<file path="src/rtl/riscv_fetch_pkg.sv">
// riscv_fetch_pkg
//   Shared types and constants for the instruction fetch unit.
//   - fetch_state_t : fetch sequencer states (FILL, RUN, HOLD)
//   - INSTR_BYTES   : bytes per instruction word (PC increment)
//   - NOP_INSTR     : addi x0,x0,0, driven on if_instr when no word is valid
//   - if_bundle_t   : the word/PC/fault group presented to the IF/ID register
package riscv_fetch_pkg;

  typedef enum logic [1:0] {
    FILL = 2'b00,
    RUN  = 2'b01,
    HOLD = 2'b10
  } fetch_state_t;

  localparam logic [31:0] INSTR_BYTES = 32'd4;
  localparam logic [31:0] NOP_INSTR   = 32'h0000_0013;

  typedef struct packed {
    logic        valid;
    logic [31:0] instr;
    logic [31:0] pc;
    logic        fault;
  } if_bundle_t;

endpackage

</file>
<file path="src/rtl/fetch_perf_counters.sv">
// fetch_perf_counters
//   Saturating fetch statistics, built only when FETCH_PERF_CNT_EN is defined.
//   Ports:
//     clk          in   system clock, rising edge
//     reset        in   asynchronous active-high reset, clears both counters
//     if_valid     in   fetch output carries a real instruction this cycle
//     stall        in   IF/ID hold request this cycle
//     perf_fetched out  cycles with if_valid=1 and stall=0 (saturating)
//     perf_bubbles out  cycles with if_valid=0 outside reset (saturating)
module fetch_perf_counters (
  input  logic        clk,
  input  logic        reset,
  input  logic        if_valid,
  input  logic        stall,
  output logic [31:0] perf_fetched,
  output logic [31:0] perf_bubbles
);

  function automatic logic [31:0] sat_inc(input logic [31:0] v);
    return (v == 32'hFFFF_FFFF) ? v : v + 32'd1;
  endfunction

  always_ff @(posedge clk or posedge reset) begin
    if (reset) begin
      perf_fetched <= '0;
      perf_bubbles <= '0;
    end else begin
      if (if_valid && !stall) perf_fetched <= sat_inc(perf_fetched);
      if (!if_valid)          perf_bubbles <= sat_inc(perf_bubbles);
    end
  end

endmodule

</file>
<file path="src/rtl/instruction_fetch_unit.sv">
// instruction_fetch_unit
//   Fetch-side initiator for a synchronous, byte-addressable, big-endian
//   instruction memory with one cycle of read latency. Owns the PC, issues one
//   word address per cycle, pairs each returned word with its PC, absorbs
//   decode stalls in a hold buffer and squashes wrong-path words on redirect.
//   Optional macro: FETCH_PERF_CNT_EN adds perf_fetched / perf_bubbles.
//   Ports:
//     clk            in   system clock, rising edge
//     reset          in   asynchronous active-high reset
//     imem_addr      out  byte address to instruction memory (= pc_q)
//     imem_instr     in   memory word for last cycle's imem_addr
//     stall          in   IF/ID hold request
//     redirect_valid in   taken branch/jump from EX (wins over stall)
//     redirect_pc    in   redirect target
//     if_valid       out  if_instr/if_pc carry a real instruction
//     if_instr       out  fetched instruction
//     if_pc          out  address of if_instr
//     if_pc_plus4    out  if_pc + 4 (mod 2^32)
//     fetch_fault    out  out-of-range or misaligned-target fetch
//     perf_fetched   out  (FETCH_PERF_CNT_EN) delivered-instruction count
//     perf_bubbles   out  (FETCH_PERF_CNT_EN) invalid-output cycle count
module instruction_fetch_unit
  import riscv_fetch_pkg::*;
#(
  parameter logic [31:0] RESET_PC   = 32'h0000_0000,
  parameter int          IMEM_BYTES = 64
) (
  input  logic        clk,
  input  logic        reset,
  output logic [31:0] imem_addr,
  input  logic [31:0] imem_instr,
  input  logic        stall,
  input  logic        redirect_valid,
  input  logic [31:0] redirect_pc,
  output logic        if_valid,
  output logic [31:0] if_instr,
  output logic [31:0] if_pc,
  output logic [31:0] if_pc_plus4,
  output logic        fetch_fault
`ifdef FETCH_PERF_CNT_EN
  ,
  output logic [31:0] perf_fetched,
  output logic [31:0] perf_bubbles
`endif
);

  localparam logic [31:0] IMEM_LIMIT = 32'(IMEM_BYTES);

  fetch_state_t state_q, state_d;
  logic [31:0]  pc_q, pc_d;
  logic [31:0]  req_pc_q, req_pc_d;
  logic [31:0]  hold_q, hold_d;
  logic         fault_q, fault_d;
  logic         mis_q, mis_d;
  logic         advance;
  if_bundle_t   out_b;

  // Stage boundary: fetch request (pc_q) -> returned word (req_pc_q/fault_q)
  always_ff @(posedge clk or posedge reset) begin
    if (reset) begin
      state_q  <= FILL;
      pc_q     <= RESET_PC;
      req_pc_q <= '0;
      hold_q   <= '0;
      fault_q  <= 1'b0;
      mis_q    <= 1'b0;
    end else begin
      state_q  <= state_d;
      pc_q     <= pc_d;
      req_pc_q <= req_pc_d;
      hold_q   <= hold_d;
      fault_q  <= fault_d;
      mis_q    <= mis_d;
    end
  end

  always_comb begin
    state_d     = state_q;
    pc_d        = pc_q;
    req_pc_d    = req_pc_q;
    hold_d      = hold_q;
    fault_d     = fault_q;
    mis_d       = mis_q;
    advance     = 1'b0;
    out_b.valid = 1'b0;
    out_b.instr = NOP_INSTR;
    out_b.pc    = req_pc_q;
    out_b.fault = 1'b0;

    unique case (state_q)
      FILL: begin
        advance = 1'b1;
        state_d = RUN;
      end
      RUN: begin
        out_b.valid = 1'b1;
        out_b.instr = imem_instr;
        out_b.fault = fault_q;
        if (stall) begin
          // Capture the word now; memory keeps reading pc_q, which is the
          // address needed once the stall lifts.
          hold_d  = imem_instr;
          state_d = HOLD;
        end else begin
          advance = 1'b1;
        end
      end
      HOLD: begin
        out_b.valid = 1'b1;
        out_b.instr = hold_q;
        out_b.fault = fault_q;
        if (!stall) begin
          advance = 1'b1;
          state_d = RUN;
        end
      end
      default: state_d = FILL;
    endcase

    if (advance) begin
      req_pc_d = pc_q;
      pc_d     = pc_q + INSTR_BYTES;
      // A misaligned redirect target only taints the first word fetched.
      fault_d  = (pc_q >= IMEM_LIMIT) || mis_q;
      mis_d    = 1'b0;
    end

    if (redirect_valid) begin
      out_b.valid = 1'b0;
      out_b.instr = NOP_INSTR;
      out_b.fault = 1'b0;
      pc_d        = {redirect_pc[31:2], 2'b00};
      hold_d      = '0;
      mis_d       = |redirect_pc[1:0];
      state_d     = FILL;
    end
  end

  assign imem_addr   = pc_q;
  assign if_valid    = out_b.valid;
  assign if_instr    = out_b.instr;
  assign if_pc       = out_b.pc;
  assign if_pc_plus4 = out_b.pc + INSTR_BYTES;
  assign fetch_fault = out_b.fault;

`ifdef FETCH_PERF_CNT_EN
  fetch_perf_counters u_perf (
    .clk          (clk),
    .reset        (reset),
    .if_valid     (out_b.valid),
    .stall        (stall),
    .perf_fetched (perf_fetched),
    .perf_bubbles (perf_bubbles)
  );
`endif

endmodule

</file>
<file path="config.mk">
export PLATFORM = sky130hd
export DESIGN_NAME = instruction_fetch_unit
export DESIGN_NICKNAME = d
export VERILOG_FILES = /design/src/rtl/riscv_fetch_pkg.sv /design/src/rtl/fetch_perf_counters.sv /design/src/rtl/instruction_fetch_unit.sv
export SDC_FILE = /design/constraint.sdc
export NUM_CORES = 1
export LEC_CHECK = 0
export ABC_AREA = 1
export ABC_CLOCK_PERIOD_IN_PS = 3900
export CAP_MARGIN = 20
export CORE_ASPECT_RATIO = 1.4
export CORE_UTILIZATION = 45
export CTS_CLUSTER_SIZE = 12
export DETAILED_ROUTE_END_ITERATION = 12
export MAX_ROUTING_LAYER = met4
export PLACE_DENSITY_LB_ADDON = 0.15
export SLEW_MARGIN = 20
export SYNTH_ARGS = -nofsm -noshare
export SYNTH_HDL_FRONTEND = slang
export SYNTH_SLANG_ARGS = --single-unit
</file>
<file path="constraint.sdc">
create_clock -name clk -period 3.9 [get_ports clk]
set_input_delay 0.585 -clock clk [delete_from_list [all_inputs] [get_ports clk]]
set_output_delay 0.585 -clock clk [all_outputs]
set_load 0.02 [all_outputs]
</file>
# Word level (Yosys, flattened, before mapping)
# Cells that the tools add are included.
# Widths: inputs -> output; s select.
totals:
  wordCells: 39
  regBits: 100
  output_inout_bits: 130
classes:
  reduce_logical: 9
  order_cmp: 1
  mux: 17
  n_addsub: 2
  n_eq_ne: 4
ops:
  columns: ["cell", "n"]
  rows:
  - ["$mux 32", 5]
  - ["$pmux 33 s2", 1]
  - ["$add 32x3->32 const B", 2]
  - ["$mux 33", 1]
  - ["$ge 32x7->1 const B", 1]
  - ["$mux 2", 3]
  - ["$ne 3x3->1 const B", 2]
  - ["$pmux 2 s3", 1]
  - ["$reduce_bool 2->1", 3]
  - ["$mux 1", 5]
  - ["$reduce_and 2->1", 2]
  - ["$reduce_or 2->1", 2]
  - ["$eq 2x1->1 const B", 1]
  - ["$eq 2x2->1 const B", 1]
  - ["$logic_not 2->1", 1]
  - ["$pmux 1 s2", 1]
  - ["$logic_or 1x1->1", 1]

# Depth between registers and ports, before layout
logic_depth:
  word_depth: 5
  depth_mapped: 11
  mapped_depth_nobuf: 10

# Worst setup path after synthesis
# No wires, ideal clock.
synth_timing:
  path_type: "register -> output"
  start: "reg req_pc_q[2], in the netlist if_pc[2]"
  end: "out if_pc_plus4[18]"
  path_buffers: 0
  path_stages_with_launch: 7
  t_required_ns: 3.315
  arrival_ns: 1.650
  slack_ns: 1.665
  cell_sequence: "dfrtp_1 -> ha_1 -> nand2_1 -> nor2_2 -> nand2_1 -> nor2_1 -> xor2_1"
synth_via:
  elab_chain_cells: 1
synth_rtl:
  columns: ["item", "line_no", "text"]
  rows:
  - ["from (decl)", "instruction_fetch_unit.sv:51", "logic [31:0] req_pc_q, req_pc_d;"]
  - ["from (signal assigned)", "instruction_fetch_unit.sv:70", "req_pc_q <= req_pc_d;"]
  - ["$add 32x3->32", "instruction_fetch_unit.sv:143", "assign if_pc_plus4 = out_b.pc + INSTR_BYTES;"]
  - ["to (decl)", "instruction_fetch_unit.sv:38", "output logic [31:0] if_pc_plus4,"]
# Every way passes these cells.

# Final worst setup path
layout_timing:
  start: "in redirect_valid"
  end: "out if_instr[0]"
layout_via:
  elab_chain_cells: 1
layout_rtl:
  columns: ["item", "line_no", "text"]
  rows:
  - ["from (decl)", "instruction_fetch_unit.sv:33", "input logic redirect_valid,"]
  - ["$mux 33", "instruction_fetch_unit.sv:128", "if (redirect_valid) begin"]
  - ["to (decl)", "instruction_fetch_unit.sv:36", "output logic [31:0] if_instr,"]
# Every way passes these cells.

==> impl_metrics.yaml <==
route:
  ant_nets: 0
  finalWirelength_microns: 19700
  num_vias: 6422
  dr.pass1.iters: 5
  drt_iter0_markers: 328
  viasPerCell: 4.99
  remaining_drc_errors: 0
  wl_per_cell_microns: 15.3
die:
  die-area_sq_um: 14300
  start_util_pct: 46.4
  die_x_microns: 101
  coreArea_sq_um: 13400
  rows: 50
  io_pins: 198
  fp.dieH_microns: 141
yosys:
  synthCells: 922
  synth_cell_type_count: 33
  synth-seq-cells: 96
  async_flop_share_pct: 100
  ys_seq_area_share_pct: 38.7
  synth_warnings: 0
  synthesis.area_sq_um: 6210
  synth_flop_cell: "dfrtp_1"
  synth-edff-count: 0
  avgSynthCellArea_sq_um: 6.73
min_path:
  hp-class: "in -> async"
clock_tree:
  htree_levels: 3
  cts_tree: "built"
  ctsHoldBuffers: 0
  clock-sinks: 96
  cts_made_buffers: 9
  cts-resized-gates: 0
  clockBufferDepth: 2
  clock_latency_ps: 350
  post_cts_buffers: 0
  root_buffer: "clkbuf_16"
  path_clk_slew_ps: 60
place:
  dpl.hpwl_microns: 15100
  gp_congestion: 1.03
  io_buffer_count: 191
global_route:
  grt_pass1_vias: 6072
  grt_usage_pct: 29.1
  grt_pass1_wl_microns: 31200
  antenna_found_initial: 0
  grt_start_max_net_pins: 95
  grt-ovfl-total: 0
timing:
  fin_crit_sh_pct: 80.8
  period_needed_ps: 3150
  slew_headroom_pct: 32.7
  setup_tns_ps: 0
  max_freq_mhz: 318
  finalHoldViolations: 0
  final_max_slew_viol_count: 0
  setup_viol: 0
  hold_ws_ps: 423
  rsz0062_at_grt: "false"
  finClkSkew_ps: 12.0
  worstMarginPinSlew_ps: 1010
critical_path:
  crit_chain: "clkdlybuf4s50_1, clkinv_2, nand2_1, buf_4, inv_1, o211ai_1, clkdlybuf4s50_1"
  ff2ff_path_depth: 9
  worstPathArrival_ps: 2560
  reg2reg_slack_ps: 1810
  slowest_delay_ps: 630
  slowest_stage: "clkdlybuf4s50_1"
  critPathKind: "in -> out"
  startpoint: "redirect_valid"
  crit_buf_inv: 5
  worst_setup_path_end_kind: "primary output"
  crit_top_cell: "clkdlybuf4s50_1"
  cp_max_fo: 30
  rr_startpoint: "state_q[1]$_DFFE_PP0P_"
  crit_required_ps: 3310
  r2r_end: "imem_addr[9]$_DFFE_PP0P_"
  cp-start-kind: "input pin"
  critPathTopFamily: "buffers and inverters"
power_and_ir_drop:
  ir_drop_mv: 0.368
  leakage_uw: 0.00372
  power_density_nw_per_um2: 709
job:
  cap_violations: 0
finish:
  syn_to_final_growth_pct: 37.8
  diodes: 0
  final.fill_count: 1259
  mostFrequentLayoutCells: "nand2_1, clkdlybuf4s50_1, inv_1"
  nets: 1174
  finish.utilization_pct: 63.9
  layout_commonest_cell: "nand2_1"
  drive_gt1_share_pct: 4.53
outcome:
  status: "finished clean"
[worst reg2reg max path, cell delays in order, from the launching register on]
cell     delay [ps]
dfrtp_1         420
inv_1            90
ha_1            320
nand2_1          90
nand2_1          60
nand2_2         180
buf_4           460
o21ai_0         180
a21oi_1         150
nor2_1           60
[layer usage]
metal,vias up,GRT usage (%),wire (microns)
li1,3244,-,-
met4,0,14.1,875
met3,55,3.27,1020
met1,2895,33.0,7800
met2,228,50.3,10000
met5,-,-,0
[layout make-up]
class | count | area [sq um] | share of cell area, %
multi-input combinational | 665 | 3140 | 36.7
sequential | 96 | 2400 | 28.1
timing repair buffer | 198 | 1980 | 23.1
inverter | 129 | 487 | 5.69
tap | 182 | 228 | 2.66
clock buffer | 9 | 225 | 2.63
clock inverter | 7 | 98.8 | 1.16
[power by group]
part           leakage [uW]  switching [uW]  internal, uW
registers           0.00122             518          1320
clock network      0.000154             432           518
logic               0.00234            1960          1320
[worst max path at each step]
stage / endpoint / slack, ps / cells after the start
after floorplan: fault_q$_DFFE_PP0P_ / 810 / 1
after global placement: if_instr[0] / 810 / 7
after global routing: if_instr[0] / 630 / 7
after detailed placement: if_instr[0] / 760 / 7
after CTS: if_pc_plus4[18] / 740 / 7
final: if_instr[0] / 750 / 7
[Yosys cell counts, types with 2 or more instances]
cell,count,area (sq um)
a21oi_1,33,165
buf_2,12,60.1
buf_4,8,60.1
buf_6,3,33.8
clkbuf_1,14,52.6
dfrtp_1,96,2400
ha_1,7,87.6
inv_1,126,473
inv_2,2,7.51
nand2_1,324,1220
nand2_2,7,43.8
nand3_1,39,195
nand3b_1,9,67.6
nand4_1,6,37.5
nor2_1,76,285
nor2_2,7,43.8
nor2_4,5,56.3
nor3_1,12,60.1
o211ai_1,7,52.6
o21ai_0,46,230
o21ai_1,15,75.1
o21bai_1,2,15.0
o22ai_1,32,200
xnor2_1,2,17.5
xor2_1,24,210
[per-stage QoR]
step | power, uW | area (sq um) | instances | worst slack (ps)
CTS | 6100 | 8560 | 1286 | 744
global route | 6460 | 8560 | 1286 | 633
floorplan | 3610 | 6230 | 927 | 810
finish | 6070 | 8560 | 1286 | 750
global placement | 5090 | 8230 | 1270 | 810
detailed placement | 5130 | 8230 | 1270 | 763
[sequential cells by signal, summed over array words and instances, names as in the netlist]
register,count
state_q,2
if_pc,30
hold_q,32
fault_q,1
mis_q,1
imem_addr,30
[cell families after synthesis]
| family | after synthesis | share of synthesized area [%] |
|---|---|---|
| adders and majority gates | 7 | 1.41 |
| xor gates and xnor gates | 26 | 3.67 |
| other | 1 | 0.0604 |
| buffers and inverters | 166 | 11.1 |
| and+or+nand+nor | 489 | 32.9 |
| AOI/OAI and AO/OA | 137 | 12.2 |
| DFF | 96 | 38.7 |
Note: power is estimated with default switching activity, not from simulation.
